===== src/rtl/sprite_line_scheduler_if.sv =====
// Scheduler-side bus bundle: attribute RAM port, pattern RAM port and shifter-slot load port.
// master = scheduler, slave = RAMs plus shifter slots.
interface sprite_line_scheduler_if #(
  parameter int unsigned NUM_SPRITES  = 16,
  parameter int unsigned MAX_PER_LINE = 4
);
  localparam int unsigned ATTR_AW = (NUM_SPRITES > 1) ? $clog2(NUM_SPRITES) : 1;
  localparam int unsigned SLOT_W  = (MAX_PER_LINE > 1) ? $clog2(MAX_PER_LINE) : 1;

  logic [ATTR_AW-1:0] o_Attr_Addr;
  logic [26:0]        i_Attr_Data;
  logic [9:0]         o_Pat_Addr;
  logic [31:0]        i_Pat_Data;
  logic               o_Slot_Clear;
  logic               o_Slot_Load;
  logic [SLOT_W-1:0]  o_Slot_Idx;
  logic [9:0]         o_Slot_X;
  logic [31:0]        o_Slot_Pixels;

  modport master (
    output o_Attr_Addr,
    input  i_Attr_Data,
    output o_Pat_Addr,
    input  i_Pat_Data,
    output o_Slot_Clear,
    output o_Slot_Load,
    output o_Slot_Idx,
    output o_Slot_X,
    output o_Slot_Pixels
  );

  modport slave (
    input  o_Attr_Addr,
    output i_Attr_Data,
    input  o_Pat_Addr,
    output i_Pat_Data,
    input  o_Slot_Clear,
    input  o_Slot_Load,
    input  o_Slot_Idx,
    input  o_Slot_X,
    input  o_Slot_Pixels
  );
endinterface


===== src/rtl/sprite_line_scheduler.sv =====
// Per-scanline sprite scheduler: at hblank start scans the attribute RAM for sprites covering
// the next row, fetches their pattern rows and loads the shifter slots in index order.
module sprite_line_scheduler #(
  parameter int unsigned NUM_SPRITES  = 16,
  parameter int unsigned MAX_PER_LINE = 4,
  parameter int unsigned SPRITE_H     = 16,
  parameter int unsigned ACTIVE_COLS  = 640,
  parameter int unsigned ACTIVE_ROWS  = 480,
  parameter int unsigned TOTAL_ROWS   = 525
) (
  input  logic                    i_Clk,
  input  logic                    i_Reset,
  input  logic [9:0]              i_Row,
  input  logic [9:0]              i_Column,
  sprite_line_scheduler_if.master io_Sprite,
  output logic                    o_Busy,
  output logic                    o_Overflow
);

  localparam int unsigned IDX_W  = (NUM_SPRITES > 1) ? $clog2(NUM_SPRITES) : 1;
  localparam int unsigned SLOT_W = (MAX_PER_LINE > 1) ? $clog2(MAX_PER_LINE) : 1;
  localparam int unsigned CNT_W  = $clog2(MAX_PER_LINE + 1);
  localparam int unsigned RIS_W  = $clog2(SPRITE_H);
  localparam int unsigned PAT_W  = 10 - RIS_W;
  localparam int unsigned ROW_W  = 10;

  typedef enum logic [2:0] {
    S_IDLE,
    S_ATTR,
    S_CHECK,
    S_FETCH,
    S_LOAD
  } state_t;

  state_t              r_State, w_State_Nxt;
  logic [IDX_W-1:0]    r_Idx, w_Idx_Nxt;
  logic [CNT_W-1:0]    r_Count, w_Count_Nxt;
  logic [ROW_W-1:0]    r_Row, w_Row_Nxt;
  logic [9:0]          r_X, w_X_Nxt;
  logic [9:0]          r_Pat_Addr, w_Pat_Addr_Nxt;
  logic                r_Slot_Clear, w_Slot_Clear_Nxt;
  logic                r_Slot_Load, w_Slot_Load_Nxt;
  logic [SLOT_W-1:0]   r_Slot_Idx, w_Slot_Idx_Nxt;
  logic [9:0]          r_Slot_X, w_Slot_X_Nxt;
  logic [31:0]         r_Slot_Pixels, w_Slot_Pixels_Nxt;
  logic                r_Busy, w_Busy_Nxt;
  logic                r_Overflow, w_Overflow_Nxt;

  logic [ROW_W-1:0]    w_Next_Row;
  logic                w_Trigger;
  logic                w_Attr_En;
  logic [ROW_W-1:0]    w_Attr_Y;
  logic [9:0]          w_Attr_X;
  logic [PAT_W-1:0]    w_Attr_Pat;
  logic [ROW_W-1:0]    w_Diff;
  logic                w_Hit;
  logic                w_Last_Idx;
  logic                w_Slot_Free;

  // Row after the current one, wrapping at the bottom of the frame
  assign w_Next_Row = (i_Row == ROW_W'(TOTAL_ROWS - 1)) ? '0 : ROW_W'(i_Row + ROW_W'(1));
  assign w_Trigger  = (i_Column == 10'(ACTIVE_COLS)) && (w_Next_Row < ROW_W'(ACTIVE_ROWS));

  assign w_Attr_En  = io_Sprite.i_Attr_Data[26];
  assign w_Attr_Y   = io_Sprite.i_Attr_Data[25:16];
  assign w_Attr_X   = io_Sprite.i_Attr_Data[15:6];
  assign w_Attr_Pat = io_Sprite.i_Attr_Data[PAT_W-1:0];

  // Modulo-1024 difference: sprites starting below the row wrap to a large value and miss
  assign w_Diff      = ROW_W'(r_Row - w_Attr_Y);
  assign w_Hit       = w_Attr_En && (w_Diff < ROW_W'(SPRITE_H));
  assign w_Last_Idx  = (r_Idx == IDX_W'(NUM_SPRITES - 1));
  assign w_Slot_Free = (r_Count < CNT_W'(MAX_PER_LINE));

  always_ff @(posedge i_Clk) begin
    if (i_Reset) begin
      r_State       <= S_IDLE;
      r_Idx         <= '0;
      r_Count       <= '0;
      r_Row         <= '0;
      r_X           <= '0;
      r_Pat_Addr    <= '0;
      r_Slot_Clear  <= 1'b0;
      r_Slot_Load   <= 1'b0;
      r_Slot_Idx    <= '0;
      r_Slot_X      <= '0;
      r_Slot_Pixels <= '0;
      r_Busy        <= 1'b0;
      r_Overflow    <= 1'b0;
    end else begin
      r_State       <= w_State_Nxt;
      r_Idx         <= w_Idx_Nxt;
      r_Count       <= w_Count_Nxt;
      r_Row         <= w_Row_Nxt;
      r_X           <= w_X_Nxt;
      r_Pat_Addr    <= w_Pat_Addr_Nxt;
      r_Slot_Clear  <= w_Slot_Clear_Nxt;
      r_Slot_Load   <= w_Slot_Load_Nxt;
      r_Slot_Idx    <= w_Slot_Idx_Nxt;
      r_Slot_X      <= w_Slot_X_Nxt;
      r_Slot_Pixels <= w_Slot_Pixels_Nxt;
      r_Busy        <= w_Busy_Nxt;
      r_Overflow    <= w_Overflow_Nxt;
    end
  end

  // Scan sequencing; the attribute address is r_Idx itself, so it is presented during ATTR
  always_comb begin
    w_State_Nxt       = r_State;
    w_Idx_Nxt         = r_Idx;
    w_Count_Nxt       = r_Count;
    w_Row_Nxt         = r_Row;
    w_X_Nxt           = r_X;
    w_Pat_Addr_Nxt    = r_Pat_Addr;
    w_Slot_Clear_Nxt  = 1'b0;
    w_Slot_Load_Nxt   = 1'b0;
    w_Slot_Idx_Nxt    = r_Slot_Idx;
    w_Slot_X_Nxt      = r_Slot_X;
    w_Slot_Pixels_Nxt = r_Slot_Pixels;
    w_Overflow_Nxt    = r_Overflow;

    case (r_State)
      S_IDLE: begin
        if (w_Trigger) begin
          w_Row_Nxt        = w_Next_Row;
          w_Slot_Clear_Nxt = 1'b1;
          w_Overflow_Nxt   = 1'b0;
          w_Count_Nxt      = '0;
          w_Idx_Nxt        = '0;
          w_State_Nxt      = S_ATTR;
        end
      end
      S_ATTR: begin
        w_State_Nxt = S_CHECK;
      end
      S_CHECK: begin
        if (w_Hit) begin
          if (w_Slot_Free) begin
            w_X_Nxt        = w_Attr_X;
            w_Pat_Addr_Nxt = {w_Attr_Pat, w_Diff[RIS_W-1:0]};
            w_State_Nxt    = S_FETCH;
          end else begin
            w_Overflow_Nxt = 1'b1;
            w_State_Nxt    = S_IDLE;
          end
        end else if (w_Last_Idx) begin
          w_State_Nxt = S_IDLE;
        end else begin
          w_Idx_Nxt   = IDX_W'(r_Idx + IDX_W'(1));
          w_State_Nxt = S_ATTR;
        end
      end
      S_FETCH: begin
        w_State_Nxt = S_LOAD;
      end
      S_LOAD: begin
        w_Slot_Load_Nxt   = 1'b1;
        w_Slot_Idx_Nxt    = r_Count[SLOT_W-1:0];
        w_Slot_X_Nxt      = r_X;
        w_Slot_Pixels_Nxt = io_Sprite.i_Pat_Data;
        w_Count_Nxt       = CNT_W'(r_Count + CNT_W'(1));
        if (w_Last_Idx) begin
          w_State_Nxt = S_IDLE;
        end else begin
          w_Idx_Nxt   = IDX_W'(r_Idx + IDX_W'(1));
          w_State_Nxt = S_ATTR;
        end
      end
      default: begin
        w_State_Nxt = S_IDLE;
      end
    endcase

    w_Busy_Nxt = (w_State_Nxt != S_IDLE);
  end

  assign io_Sprite.o_Attr_Addr   = r_Idx;
  assign io_Sprite.o_Pat_Addr    = r_Pat_Addr;
  assign io_Sprite.o_Slot_Clear  = r_Slot_Clear;
  assign io_Sprite.o_Slot_Load   = r_Slot_Load;
  assign io_Sprite.o_Slot_Idx    = r_Slot_Idx;
  assign io_Sprite.o_Slot_X      = r_Slot_X;
  assign io_Sprite.o_Slot_Pixels = r_Slot_Pixels;
  assign o_Busy                  = r_Busy;
  assign o_Overflow              = r_Overflow;

endmodule

===== src/flat_wrapper.sv =====
// flat-port wrapper written by rule: the top's interface ports become plain ports
module sprite_line_scheduler_flat 
#(
  parameter int unsigned NUM_SPRITES  = 16,
  parameter int unsigned MAX_PER_LINE = 4,
  parameter int unsigned SPRITE_H     = 16,
  parameter int unsigned ACTIVE_COLS  = 640,
  parameter int unsigned ACTIVE_ROWS  = 480,
  parameter int unsigned TOTAL_ROWS   = 525
)
  (i_Clk, i_Reset, i_Row, i_Column, o_Busy, o_Overflow, io_Sprite_o_Attr_Addr, io_Sprite_i_Attr_Data, io_Sprite_o_Pat_Addr, io_Sprite_i_Pat_Data, io_Sprite_o_Slot_Clear, io_Sprite_o_Slot_Load, io_Sprite_o_Slot_Idx, io_Sprite_o_Slot_X, io_Sprite_o_Slot_Pixels);
  sprite_line_scheduler_if #(.NUM_SPRITES(NUM_SPRITES), .MAX_PER_LINE(MAX_PER_LINE)) io_Sprite_i ();
  input  logic i_Clk;
  input  logic i_Reset;
  input  logic [9:0] i_Row;
  input  logic [9:0] i_Column;
  output logic o_Busy;
  output logic o_Overflow;
  output wire logic [$bits(io_Sprite_i.o_Attr_Addr)-1:0] io_Sprite_o_Attr_Addr;
  input wire logic [$bits(io_Sprite_i.i_Attr_Data)-1:0] io_Sprite_i_Attr_Data;
  output wire logic [$bits(io_Sprite_i.o_Pat_Addr)-1:0] io_Sprite_o_Pat_Addr;
  input wire logic [$bits(io_Sprite_i.i_Pat_Data)-1:0] io_Sprite_i_Pat_Data;
  output wire logic [$bits(io_Sprite_i.o_Slot_Clear)-1:0] io_Sprite_o_Slot_Clear;
  output wire logic [$bits(io_Sprite_i.o_Slot_Load)-1:0] io_Sprite_o_Slot_Load;
  output wire logic [$bits(io_Sprite_i.o_Slot_Idx)-1:0] io_Sprite_o_Slot_Idx;
  output wire logic [$bits(io_Sprite_i.o_Slot_X)-1:0] io_Sprite_o_Slot_X;
  output wire logic [$bits(io_Sprite_i.o_Slot_Pixels)-1:0] io_Sprite_o_Slot_Pixels;
  assign io_Sprite_o_Attr_Addr = io_Sprite_i.o_Attr_Addr;
  assign io_Sprite_i.i_Attr_Data = io_Sprite_i_Attr_Data;
  assign io_Sprite_o_Pat_Addr = io_Sprite_i.o_Pat_Addr;
  assign io_Sprite_i.i_Pat_Data = io_Sprite_i_Pat_Data;
  assign io_Sprite_o_Slot_Clear = io_Sprite_i.o_Slot_Clear;
  assign io_Sprite_o_Slot_Load = io_Sprite_i.o_Slot_Load;
  assign io_Sprite_o_Slot_Idx = io_Sprite_i.o_Slot_Idx;
  assign io_Sprite_o_Slot_X = io_Sprite_i.o_Slot_X;
  assign io_Sprite_o_Slot_Pixels = io_Sprite_i.o_Slot_Pixels;
  sprite_line_scheduler #(.NUM_SPRITES(NUM_SPRITES), .MAX_PER_LINE(MAX_PER_LINE), .SPRITE_H(SPRITE_H), .ACTIVE_COLS(ACTIVE_COLS), .ACTIVE_ROWS(ACTIVE_ROWS), .TOTAL_ROWS(TOTAL_ROWS)) u_core (.i_Clk(i_Clk), .i_Reset(i_Reset), .i_Row(i_Row), .i_Column(i_Column), .io_Sprite(io_Sprite_i), .o_Busy(o_Busy), .o_Overflow(o_Overflow));
endmodule

===== config.mk =====
export PLATFORM = sky130hd
export DESIGN_NAME = sprite_line_scheduler_flat
export DESIGN_NICKNAME = d
export VERILOG_FILES = /design/src/rtl/sprite_line_scheduler_if.sv /design/src/rtl/sprite_line_scheduler.sv /design/src/flat_wrapper.sv
export SDC_FILE = /design/constraint.sdc
export NUM_CORES = 1
export LEC_CHECK = 0
export ABC_AREA = 0
export CORE_ASPECT_RATIO = 0.6
export CORE_UTILIZATION = 42
export CTS_BUF_LIST = sky130_fd_sc_hd__clkbuf_4 sky130_fd_sc_hd__clkbuf_8
export CTS_CLUSTER_SIZE = 25
export DETAILED_ROUTE_END_ITERATION = 8
export PLACE_DENSITY_LB_ADDON = 0.12
export SYNTH_ARGS = -nofsm -noshare
export SYNTH_HDL_FRONTEND = slang
export SYNTH_SLANG_ARGS = --single-unit

===== constraint.sdc =====
create_clock -name i_Clk -period 3.7 [get_ports i_Clk]
set_input_delay 1.11 -clock i_Clk [delete_from_list [all_inputs] [get_ports i_Clk]]
set_output_delay 1.11 -clock i_Clk [all_outputs]
set_load 0.01 [all_outputs]

Word-level counts from Yosys, hierarchy flattened
Cells that the tools add are included.

Bits in registers: 88. Latch bits: 0. Bits in writable memories: 0. Bits in read-only memories: 0. Input bits: 81. Output and inout bits: 62. Logic and storage cells: 63. Memories: 0.

$add $sub $neg: 4. Multiply operators: 0. Div/mod/pow operators: 0. Magnitude comparators: 3. Eq/ne operators: 11. Shift-type cells: 0. Mux-type cells: 18. Bitwise operators: 1. Reduce and logical (&&, ||, !) cells: 13.

Operators with widths (count): equality test 10 bit, second input constant (2); case mux 3 bit (5 select lines) (1); two-way mux 4 bit (3); case mux 4 bit (3 select lines) (1); adder 10 x 1 -> 10 bit, second input constant (1); less-than comparator 10 x 5 -> 1 bit, second input constant (1); less-than comparator 10 x 9 -> 1 bit, second input constant (1); two-way mux 10 bit (1); subtractor 10 bit (1); two-way mux 3 bit (3); equality test 3 x 2 -> 1 bit, second input constant (2); two-way mux 1 bit (6); case mux 3 bit (2 select lines) (1); AND reduction 3 bit (2); nonzero test 3 bit (2); adder 4 x 1 -> 4 bit, second input constant (1); equality test 4 bit, second input constant (1); != test 2 x 1 -> 1 bit, second input constant (2); != test 2 bit, second input constant (2); AND reduction 2 bit (2); AND reduction 4 bit (1); nonzero test 2 bit (2); adder 3 x 1 -> 3 bit, second input constant (1); equality test 3 x 1 -> 1 bit, second input constant (1); 8 further kinds (9).

Longest topological paths before layout
Gate-level depths: netlist of the first run.

Depth in word-level cells: 7. Gate-level depth with buffers: 11. Gate-level depth less buffers: 10.

Worst setup path after synthesis of the first run
Ideal clock, no wire load.

Kind: input-to-reg. From: input port io_Sprite_i_Attr_Data[16]. To: register u_core.r_Idx[0] (netlist: u_core.io_Sprite.o_Attr_Addr[0]). Setup time: 0.123 ns. Arrival: 3.595 ns. Data required time: 3.577 ns. Setup slack: -0.018 ns. Stages: 10. Buffers on the path: 1. Cell sequence: ha_1 -> fa_1 -> nand2b_1 -> a211oi_2 -> mux2i_1 -> a2111o_1 -> or4b_1 -> buf_2 -> o21ai_2 -> mux2_1.

Longest elaborated chain between the ends: 5.

Ends and longest elaborated chain: start: declaration (RTL line flat_wrapper.sv:20) `input wire logic [$bits(io_Sprite_i.i_Attr_Data)-1:0] io_Sprite_i_Attr_Data;`; subtractor 10 bit (RTL line sprite_line_scheduler.sv:70) `assign w_Diff = ROW_W'(r_Row - w_Attr_Y);`; less-than comparator 10 x 5 -> 1 bit (RTL line sprite_line_scheduler.sv:71) `assign w_Hit = w_Attr_En && (w_Diff < ROW_W'(SPRITE_H));`; logical AND 1 bit (RTL line sprite_line_scheduler.sv:71); != test 2 bit (no line); AND reduction 3 bit (no line); end signal: assignment (RTL line sprite_line_scheduler.sv:92) `r_Idx <= w_Idx_Nxt;`; end: declaration (RTL line sprite_line_scheduler.sv:36) `logic [IDX_W-1:0] r_Idx, w_Idx_Nxt;`.

No other way between the ends. A chain may end at the register's enable or synchronous reset.

Worst setup path after layout of the first run
From: input port io_Sprite_i_Attr_Data[19]. To: register u_core.r_Pat_Addr[5] (netlist: u_core.io_Sprite.o_Pat_Addr[5]).

Longest elaborated chain between the ends: 4.

Ends and longest elaborated chain: subtractor 10 bit (RTL line sprite_line_scheduler.sv:70); less-than comparator 10 x 5 -> 1 bit (RTL line sprite_line_scheduler.sv:71); logical AND 1 bit (RTL line sprite_line_scheduler.sv:71); AND reduction 3 bit (no line); end signal: assignment (RTL line sprite_line_scheduler.sv:96) `r_Pat_Addr <= w_Pat_Addr_Nxt;`; end: declaration (RTL line sprite_line_scheduler.sv:40) `logic [9:0] r_Pat_Addr, w_Pat_Addr_Nxt;`.

No other way between the ends.

==> results of run 1 <==
[layout by cell type, fill, tap and decap left out, drive strengths merged, types with 2 or more instances in the layout]
cell type,synthesis,layout
a2111oi,2,2
a211oi,7,7
a21oi,58,58
a31oi,2,2
and2,2,2
and3,3,3
and4,2,2
buf,9,33
clkbuf,18,10
clkdlybuf4s50,0,139
dfxtp,88,88
ha,13,13
inv,18,22
mux2i,22,22
nand2,97,97
nand2b,7,7
nand3,8,8
nand4,3,3
nor2,53,53
nor2b,4,4
nor3,11,11
nor4b,4,4
o211ai,2,2
o21a,6,6
o21ai,8,8
o31ai,4,4
or4b,2,2
xnor2,6,6
xor2,6,6
[power groups by stage]
stage | clock network [W] | logic (W) | registers [W]
5_1_grt | 0.000786 | 0.000194 | 0.000947
3_3_place_gp | 0 | 0.000170 | 0.000968
4_1_cts | 0.000730 | 0.000174 | 0.000946
2_1_floorplan | 0 | 0.0000566 | 0.000968
6_report | 0.000712 | 0.000180 | 0.000946
3_5_place_dp | 0 | 0.000172 | 0.000968
[metal layers]
layer	share of wire	vias to the layer above	GRT usage	wire (um)
li1	-	1981	-	-
met2	0.42	115	0.352	4580
met4	0.011	0	0.0576	121
met1	0.50	1777	0.316	5460
met5	0	-	0	0
met3	0.078	11	0.0772	857
[cells in the mapped netlist, drive strengths merged (2+ instances only)]
cell type | instances | area (um2)
dfxtp | 88 | 1760
clkbuf | 18 | 67.6
o31ai | 4 | 30.0
xor2 | 6 | 52.6
a2111oi | 2 | 17.5
inv | 18 | 67.6
o21a | 6 | 45.0
and3 | 3 | 18.8
nand2b | 7 | 43.8
nor3 | 11 | 55.1
ha | 13 | 163
nor4b | 4 | 41.3
o211ai | 2 | 15.0
buf | 9 | 42.5
nor2b | 4 | 25.0
nand3 | 8 | 40.0
or4b | 2 | 20.0
and2 | 2 | 12.5
o21ai | 8 | 43.8
nand4 | 3 | 18.8
a21oi | 58 | 294
a211oi | 7 | 57.6
mux2i | 22 | 220
nor2 | 53 | 201
nand2 | 97 | 364
and4 | 2 | 17.5
xnor2 | 6 | 52.6
a31oi | 2 | 12.5
[path summary, 6_finish.rpt]
check                                                       start                                               to  slack (ns)  depth (start not counted)
setup / recovery                        io_Sprite_i_Attr_Data[19]      u_core.io_Sprite.o_Pat_Addr[5]$_SDFFE_PP0P_         0.1                         13
hold / removal    u_core.io_Sprite.o_Slot_Pixels[16]$_SDFFE_PP0P_  u_core.io_Sprite.o_Slot_Pixels[16]$_SDFFE_PP0P_        0.46                          2
setup reg to reg                     u_core.r_Row[0]$_SDFFE_PP0P_      u_core.io_Sprite.o_Pat_Addr[5]$_SDFFE_PP0P_        0.74                         13
hold reg to reg   u_core.io_Sprite.o_Slot_Pixels[16]$_SDFFE_PP0P_  u_core.io_Sprite.o_Slot_Pixels[16]$_SDFFE_PP0P_        0.46                          2
[metrics by stage]
stage          hold slack, ns  instance area [um2]   util
6_report                0.456                 6090  0.660
5_1_grt                 0.454                 6090  0.660
4_1_cts                 0.455                 6010  0.651
3_5_place_dp            0.446                 5710  0.619
3_3_place_gp            0.439                 5710  0.619
2_1_floorplan           0.431                 4010      -
[state kept, by name, summed over array words and instances (netlist names), 3 cells and up]
signal and count:
u_core.io_Sprite.o_Attr_Addr 4, u_core.io_Sprite.o_Pat_Addr 10, u_core.io_Sprite.o_Slot_Pixels 32, u_core.io_Sprite.o_Slot_X 10, u_core.r_Count 3, u_core.r_Row 10
u_core.r_State 3, u_core.r_X 10
[repair_timing]
| action | 4_1_cts | 5_1_grt |
|---|---|---|
| cloned | 2 | 0 |
| pin swaps | 4 | 2 |
| endpoints found under the setup margin | 27 | 26 |
| resized for setup | 8 | 16 |
| setup buffers | 2 | 1 |
[worst max-delay path, delay by kind of cell]
family,cells,cell delay [ns]
buffers and inverters,5,1.00
adders and majority gates,1,0.24
muxes,1,0.18
AOI/OAI and AO/OA,3,0.53
and+or+nand+nor,3,0.77
[logic make-up after synthesis]
| group | Yosys count |
|---|---|
| AND/OR/NAND/NOR | 205 |
| AO/OA/AOI/OAI | 100 |
| flip-flops | 88 |
| buffers and inverters | 45 |
| multiplexers | 23 |
| adder cells (fa/ha/maj) | 14 |
| XOR/XNOR | 12 |
[area by class of cell]
type	count	area [um2]
Clock buffer	10	138
Clock inverter	6	72.6
Fill cell	763	3130
Inverter	18	67.6
Multi-Input combinational cell	354	2170
Sequential cell	88	1760
Tap cell	130	163
Timing Repair Buffer	174	1710
==> summary.md, run 1 <==
| Metric | Value |
|---|---|
| Status | completed |
| Vias | 3,884 |
| Critical Path End Type | flip-flop |
| Initial antenna violation count | 0 |
| First-pass DRT Iterations | 4 |
| Die width | 128 um |
| Cell Chain, Critical Path | clkdlybuf4s50_1 -> inv_1 -> ha_4 -> o21ai_2 -> a21oi_2 -> or4_1 -> a32o_2 -> buf_4 -> nor4b_4 -> buf_4 -> buf_12 -> mux2i_1 -> nor2_1 |
| DRC Markers | 0 |
| Setup WS post-layout | 0.0950 ns |
| Combinational Power Share | 0.098 |
| DR vias/cell | 4.98 |
| Final Hold Vio Count | 0 |
| Final min period | 3.60 ns |
| Routed wire length per instance | 14.1 um |
| Peak VDD IR | 0.225 mV |
| Starting Density | 0.434 |
| Die area | 9940 um2 |
| Crit path arrival time | 3.83 ns |
| Yosys warnings | 0 |
| EDFF count, synth | 0 |
| Routability cong. | 0.916 |
| Synth Instances | 487 |
| #FFs+latches synth | 88 |
| Post-place setup slack | -0.571 ns |
| Sequential power share | 0.515 |
| Leakage | 2.22 nW |
| Synth Area in Compound Gates | 0.154 |
| Number of global-route vias before repair | 3,752 |
| Main combinational cell family by area after synthesis | simple AND/OR/NAND/NOR gates |
| Total core area | 9220 um2 |
| Slowest CP cell | clkdlybuf4s50_1 |
| Critical-path maximum fanout | 6 |
| CTS tree | done |
| Net Switching | 0.000441 W |
| Final ANT Viol Nets | 0 |
| Setup Crit Path Kind | input pin to flip-flop |
| Largest net degree at the start of global routing | 60 |
| CTS sink cnt | 88 |
| Max-cap violation count | 0 |
| Placed Instances | 759 |
| Startpoint type of the worst setup path | input pin |
| Critical path's largest stage delay | 0.46 ns |
| HP Class | flip-flop to flip-flop |
| Pins Over Slew Limit | 0 |
| Internal Power | 0.00140 W |
| Post-route setup TNS | 0 ns |
| CTS Hold Bufs | 0 |
| Post-Syn Area | 4010 um2 |
| Mux contribution to synthesized area | 0.0578 |
| Total Wirelength | 11,000 um |
| Syn Area/Cell | 8.22 um2 |
| Clock Tree Buf Depth | 2 |
| Simple-Gate Fraction of Synth Area | 0.232 |
| Clock Skew | 0.0109 ns |
| Post-synthesis xor/xnor area fraction | 0.0262 |
| CTS buffer count | 9 |
| FMAX | 277 MHz |
| Period Utilization, post-route | 0.974 |
| Post-synth net total | 582 |
| Clk_lat worst skew | 0.37 ns |
| Unrepaired setup endpoints after global routing | no |
| Netlist cell types | 59 |
| IO Port Bufs | 142 |
| Switching Share | 0.240 |
| Layout net count | 740 |
| H-Tree Depth | 3 |
| Layout cell share with drive strength beyond 1 | 0.109 |
| First-pass GRT wire length | 18,100 um |
| Ports | 143 |
| Power Dens Cells | 302 nW/um2 |
| Die span in y | 77.6 um |
| GR Util All Layers | 0.232 |
| Placement Rows | 27 |
| Power consumption | 0.00184 W |
| Post-Synth Adder-Cell Area | 0.0456 |
| Fin cells | 780 |
| Crit-path most repeated cell | buf_4 |
| Final Setup Violations | 0 |
| CTS clock-pin slew for the worst setup and hold paths | 0.09 ns |
| Root Buffer | clkbuf_8 |
| DP HPWL | 7750 um |
| Initial DRC Count | 278 |
| Required time worst endpoint | 3.93 ns |
| Clock network fraction of design power | 0.387 |
| GRT overflow | 0 |
| Slew margin rel. | 0.390 |
| Layout area overhead | 52.0% |
| Register area share after synthesis | 0.440 |
| Slew @ Worst Pin | 0.915 ns |
| Synth async-reset ratio | 0 |
| Ant diodes | 0 |
| Most used flip-flop cell after synthesis | dfxtp_1 |
Power figures use the tool's default switching activity.
==> run 2, diff against run 1 <==
- CORE_UTILIZATION: 42 -> 46
- SLEW_MARGIN: default -> 20
- clock period: 3.7 -> 4.1 ns (I/O delays scaled with it)
==> run 2 against run 1 <==
Net effect: register-to-register slack better by 0.27 ns; global-route usage up 1.6 points; total power down 10%; largest cell class unchanged; count of clock-buffer cells in the layout unchanged; cell area down 3.3%; sequential power down 9.7%; highest routed layer unchanged; final cell count down 3.6%; sequential share of layout area up 0.98 points; wire length down 0.13%.
==> summary.md, run 2 (synthesis gave the netlist of run 1 again) <==
| Metric | Value |
|---|---|
| Routed wire length per instance | 14.6 um (+3.6%) |
| Layout net count | 735 (-0.68%) |
| Number of flip-flops in the largest register | 32 (unchanged) |
| Initial DRC Count | 284 (+2.2%) |
| Root Buffer | clkbuf_8 |
| Total Wirelength | 11,000 um (-0.13%) |
| DP HPWL | 8130 um (+4.9%) |
| Number of global-route vias before repair | 3,681 (-1.9%) |
| Routability cong. | 0.911 (-0.56%) |
| Period Utilization, post-route | 0.977 |
| Slew margin rel. | 0.560 (+0.170) |
| IO Port Bufs | 142 (unchanged) |
| Crit path arrival time | 4.23 ns (+0.40 ns) |
| Slew @ Worst Pin | 0.661 ns (-0.255 ns) |
| Critical Path End Type | flip-flop |
| Setup Crit Path Kind | input pin to flip-flop |
| CTS sink cnt | 88 (unchanged) |
| Power consumption | 0.00165 W (-10%) |
| Final ANT Viol Nets | 0 (unchanged) |
| DRC Markers | 0 (unchanged) |
| Layout area overhead | 47.1% |
| Die area | 9100 um2 (-8.5%) |
| Leakage | 2.16 nW (-2.9%) |
| Ant diodes | 0 (unchanged) |
| Max-cap violation count | 0 (unchanged) |
| Unrepaired setup endpoints after global routing | no |
| Fin cells | 752 (-3.6%) |
| First-pass GRT wire length | 17,300 um (-4.4%) |
| Die width | 122 um (-4.4%) |
| First-pass DRT Iterations | 4 (unchanged) |
| CTS buffer count | 9 (unchanged) |
| Vias | 3,932 (+1.2%) |
| Commonest non-fill, non-tap cells in the layout | 141 x clkdlybuf4s50_1, 97 x nand2_1, 88 x dfxtp_1 |
| Initial antenna violation count | 0 (unchanged) |
| Power Dens Cells | 281 nW/um2 (-6.9%) |
| Commonest non-fill, non-tap cell in the layout | clkdlybuf4s50_1 |
| DR vias/cell | 5.23 (+5.0%) |
| GRT overflow | 0 (unchanged) |
| FMAX | 250 MHz |
| Final Setup Violations | 0 (unchanged) |
| Clk_lat worst skew | 0.35 ns (-0.02 ns) |
| Clock Tree Buf Depth | 2 (unchanged) |
| Clock Skew | 0.00518 ns (-0.00575 ns) |
| Critical-path maximum fanout | 20 (+14) |
| Total core area | 8160 um2 (-11%) |
| HP Class | flip-flop to flip-flop |
| Ports | 143 (unchanged) |
| Final Hold Vio Count | 0 (unchanged) |
| Status | completed |
| Required time worst endpoint | 4.32 ns (+0.39 ns) |
| CTS tree | done |
| Startpoint type of the worst setup path | input pin |
| Die span in y | 74.3 um (-4.3%) |
| Pins Over Slew Limit | 0 (unchanged) |
| GR Util All Layers | 0.248 (+0.0155) |
| Final min period | 4.01 ns |
| Layout cell share with drive strength beyond 1 | 0.0807 (-0.0285) |
| CTS clock-pin slew for the worst setup and hold paths | 0.08 ns (about the same) |
| CTS Hold Bufs | 0 (unchanged) |
| Placement Rows | 25 (-7.4%) |
| Placed Instances | 736 (-3.0%) |
| Post-route setup TNS | 0 ns (unchanged) |
| Peak VDD IR | 0.202 mV (-10%) |
| Starting Density | 0.491 (+0.0563) |
| Largest net degree at the start of global routing | 67 (+12%) |
| H-Tree Depth | 3 (unchanged) |
[run 2: area by class of cell]
class                           instances  area [um2]
Sequential cell                        88        1760
Clock buffer                           10         131
Clock inverter                          5        81.3
Tap cell                              108         135
Multi-Input combinational cell        354        2080
Fill cell                             600        2270
Timing Repair Buffer                  169        1630
Inverter                               18        67.6
[run 2: worst paths after layout]
| check | start | end | slack [ns] | cells past startpoint |
|---|---|---|---|---|
| worst min-delay path | u_core.io_Sprite.o_Slot_Pixels[3]$_SDFFE_PP0P_ | u_core.io_Sprite.o_Slot_Pixels[3]$_SDFFE_PP0P_ | 0.46 | 2 |
| worst max-delay path | io_Sprite_i_Attr_Data[16] | u_core.r_X[7]$_SDFFE_PP0P_ | 0.09 | 12 |
| worst min register to register | u_core.io_Sprite.o_Slot_Pixels[3]$_SDFFE_PP0P_ | u_core.io_Sprite.o_Slot_Pixels[3]$_SDFFE_PP0P_ | 0.46 | 2 |
| worst max register to register | u_core.r_Row[0]$_SDFFE_PP0P_ | u_core.r_X[7]$_SDFFE_PP0P_ | 1.01 | 12 |
[run 2: worst max-delay path: stages]
cell             delay [ns]
clkdlybuf4s50_1        0.40
ha_1                   0.22
fa_1                   0.39
nand2b_1               0.21
a211oi_2               0.28
mux2i_1                0.12
a2111o_1               0.37
buf_4                  0.15
nor4b_4                0.33
buf_12                 0.24
mux2i_1                0.22
nor2_1                 0.05
[run 2: per-layer routing]
layer,routed length [um],global-route usage
met1,5140,0.324
met2,4840,0.390
met3,919,0.0905
met4,106,0.0637
met5,0,0
[run 2: stage by stage]
stage	setup WS, ns	instance area (um2)	util	hold slack (ns)
4_1_cts	0.0693	5880	0.720	0.458
6_report	0.0935	5890	0.722	0.457
2_1_floorplan	0.262	4010	-	0.431
5_1_grt	0.00323	5890	0.722	0.469
3_3_place_gp	-0.243	5660	0.694	0.439
3_5_place_dp	-0.307	5660	0.694	0.446
[run 2: repair_timing]
action                     in CTS  in global routing
setup endpoints to repair       0                 10
gates resized for setup         0                  2
buffers inserted                0                  1
[run 2: where the power goes]
part           leakage [nW]  switching (W)  internal, W
sequential            0.708   0.0000000363     0.000854
clock                 0.106       0.000299     0.000348
combinational          1.34      0.0000606    0.0000934
total                  2.16       0.000360      0.00129
==> run 3, diff against run 2 <==
- CORE_UTILIZATION: 46 -> 45
- CTS_BUF_LIST: sky130_fd_sc_hd__clkbuf_4 sky130_fd_sc_hd__clkbuf_8 -> sky130_fd_sc_hd__clkbuf_4 sky130_fd_sc_hd__clkbuf_8 sky130_fd_sc_hd__clkbuf_16
- PLACE_DENSITY: default -> 0.79
- PLACE_DENSITY_LB_ADDON: 0.12 -> default
==> run 3 against run 2 <==
Net effect: wire length grew 3.4%; final cell count is 0.40% higher; sequential power about the same.
==> summary.md, run 3 (synthesis gave the netlist of run 1 again) <==
| Metric | Value |
|---|---|
| Final instance area | 5990 um2 (+1.6%) |
| DR vias/cell | 5.23 (about the same) |
| Routability cong. | 0.866 (-4.9%) |
| Clock Skew | 0.00333 ns (-0.00186 ns) |
| First-pass DRT Iterations | 6 (+2) |
| Power Dens Cells | 298 nW/um2 (+6.3%) |
| Placed Instances | 737 (+0.14%) |
| Initial antenna violation count | 0 (unchanged) |
| Root Buffer | clkbuf_16 |
| CTS buffer count | 9 (unchanged) |
| First-pass GRT wire length | 17,400 um (+0.24%) |
| Commonest non-fill, non-tap cells in the layout | 141 x clkdlybuf4s50_1, 97 x nand2_1, 88 x dfxtp_1 |
| Required time worst endpoint | 4.30 ns (-0.02 ns) |
| Die width | 124 um (+1.1%) |
| Grt met2 use | 0.382 (-0.00741) |
| Layout cell share with drive strength beyond 1 | 0.0824 (+0.00168) |
| Hold path startpoint | u_core.io_Sprite.o_Slot_X[0]$_SDFFE_PP0P_ |
| Die span in y | 75.1 um (+1.1%) |
| HP Class | flip-flop to flip-flop |
| Ant diodes | 0 (unchanged) |
| Total core area | 8560 um2 (+4.8%) |
| Slew @ Worst Pin | 0.877 ns (+0.217 ns) |
| CTS clock-pin slew for the worst setup and hold paths | 0.06 ns (-0.02 ns) |
| Largest net degree at the start of global routing | 61 (-9.0%) |
| Max-cap violation count | 0 (unchanged) |
| Slew margin rel. | 0.415 (-0.144) |
| GRT busiest layer | met2 |
| Fin cells | 755 (+0.40%) |
| Met1 Use GR | 0.318 (-0.00622) |
| Layout net count | 733 (-0.27%) |
| Peak VDD IR | 0.231 mV (+14%) |
| Die area | 9290 um2 (+2.2%) |
| Crit path arrival time | 4.14 ns (-0.09 ns) |
| Clock Tree Buf Depth | 2 (unchanged) |
| Period Utilization, post-route | 0.961 (-0.0164) |
| Layout area overhead | 49.5% |
| WHS Path Cells | 2 (unchanged) |
| Final min period | 3.94 ns (-0.0673 ns) |
| GR Util All Layers | 0.245 (-0.00221) |
| CTS tree | done |
| Vias | 3,951 (+0.48%) |
| Critical Path End Type | flip-flop |
| DRC Markers | 0 (unchanged) |
| Setup Crit Path Kind | input pin to flip-flop |
| Reg-to-reg startpoint | u_core.r_Row[0]$_SDFFE_PP0P_ |
| H-Tree Depth | 3 (unchanged) |
| DP HPWL | 8170 um (+0.49%) |
| Initial DRC Count | 250 (-12%) |
| Grt met3 use | 0.0977 (+0.00724) |
| Final Setup Violations | 0 (unchanged) |
| Clk_lat worst skew | 0.33 ns (-0.02 ns) |
| R2R cell count | 13 (+1) |
| Leakage | 2.19 nW (+1.5%) |
| Hold slack | 0.451 ns (-0.00597 ns) |
| GRT overflow | 0 (unchanged) |
| Placement Cell Area | 5650 um2 (-0.29%) |
| Final ANT Viol Nets | 0 (unchanged) |
| Unrepaired setup endpoints after global routing | no |
| Number of flip-flops in the largest register | 32 (unchanged) |
| CTS sink cnt | 88 (unchanged) |
| FF-to-FF setup slack | 1.13 ns (+0.12 ns) |
| FMAX | 254 MHz (+1.7%) |
| Status | completed |
| Critical-path maximum fanout | 11 (-45%) |
| Routed wire length per instance | 15.1 um (+3.0%) |
| Reg-to-Reg End | u_core.io_Sprite.o_Pat_Addr[3]$_SDFFE_PP0P_ |
| Number of global-route vias before repair | 3,603 (-2.1%) |
| Final Hold Vio Count | 0 (unchanged) |
| Pins Over Slew Limit | 0 (unchanged) |
| Placement Rows | 26 (+4.0%) |
| Ports | 143 (unchanged) |
| Startpoint type of the worst setup path | input pin |
| IO Port Bufs | 142 (unchanged) |
| Total Wirelength | 11,400 um (+3.4%) |
| Commonest non-fill, non-tap cell in the layout | clkdlybuf4s50_1 |
| CTS Hold Bufs | 0 (unchanged) |
| Starting Density | 0.468 (-0.0225) |
| Hold Path End | u_core.io_Sprite.o_Slot_X[0]$_SDFFE_PP0P_ |
-- run 3: metrics by stage --
step            util  setup TNS, ns  power, W  worst slack (ns)
2_1_floorplan      -              0  0.000924             0.262
3_3_place_gp   0.660          -4.14   0.00102            -0.240
3_5_place_dp   0.660          -8.04   0.00103            -0.375
4_1_cts        0.695              0   0.00181            0.0607
5_1_grt        0.700              0   0.00185            0.0298
6_report       0.700              0   0.00179             0.161
-- run 3: layout make-up --
class | instances | area, um2
inverters | 18 | 67.6
well taps | 112 | 140
fillers | 703 | 2570
clock buffers | 11 | 246
clock inverters | 5 | 37.5
repair buffers | 167 | 1640
multi-input cells | 354 | 2100
flip-flops and latches | 88 | 1760
-- run 3: where the power goes --
group	internal [W]	switching, W	total (W)
Clock	0.000437	0.000339	0.000776
Sequential	0.000855	0.0000000359	0.000855
Combinational	0.0000944	0.0000620	0.000156
-- run 3: repair_timing --
item,in CTS,in global routing
endpoints found under the setup margin,1,20
cloned,0,1
pin swaps,1,2
gates resized for setup,2,2
setup buffers,0,1
-- run 3: how the worst max path moves through the flow --
stage	from	slack [ns]	cells after the start	end
2_1_floorplan	io_Sprite_i_Attr_Data[16]	0.26	10	u_core.io_Sprite.o_Attr_Addr[0]$_SDFFE_PP0P_
3_3_place_gp	io_Sprite_i_Attr_Data[16]	-0.24	10	u_core.io_Sprite.o_Attr_Addr[0]$_SDFFE_PP0P_
3_5_place_dp	io_Sprite_i_Attr_Data[16]	-0.38	10	u_core.io_Sprite.o_Attr_Addr[0]$_SDFFE_PP0P_
4_1_cts	io_Sprite_i_Attr_Data[16]	0.06	12	u_core.io_Sprite.o_Pat_Addr[5]$_SDFFE_PP0P_
5_1_grt	io_Sprite_i_Attr_Data[22]	0.03	13	u_core.io_Sprite.o_Pat_Addr[0]$_SDFFE_PP0P_
6_report	io_Sprite_i_Attr_Data[16]	0.16	13	u_core.io_Sprite.o_Pat_Addr[3]$_SDFFE_PP0P_
-- run 3: critical path, stage by stage --
cell	delay [ns]
clkdlybuf4s50_1	0.41
ha_1	0.23
fa_2	0.34
nand2b_4	0.17
a211oi_4	0.25
mux2i_1	0.11
a2111o_1	0.37
buf_4	0.15
nor4b_4	0.25
buf_4	0.18
clkbuf_16	0.18
mux2i_1	0.19
nor2_1	0.05
-- run 3: layer usage --
layer / routed length, um / vias to the layer above
li1: - / 1974
met4: 95 / 0
met3: 1210 / 8
met1: 5160 / 1816
met5: 0 / -
met2: 4910 / 153
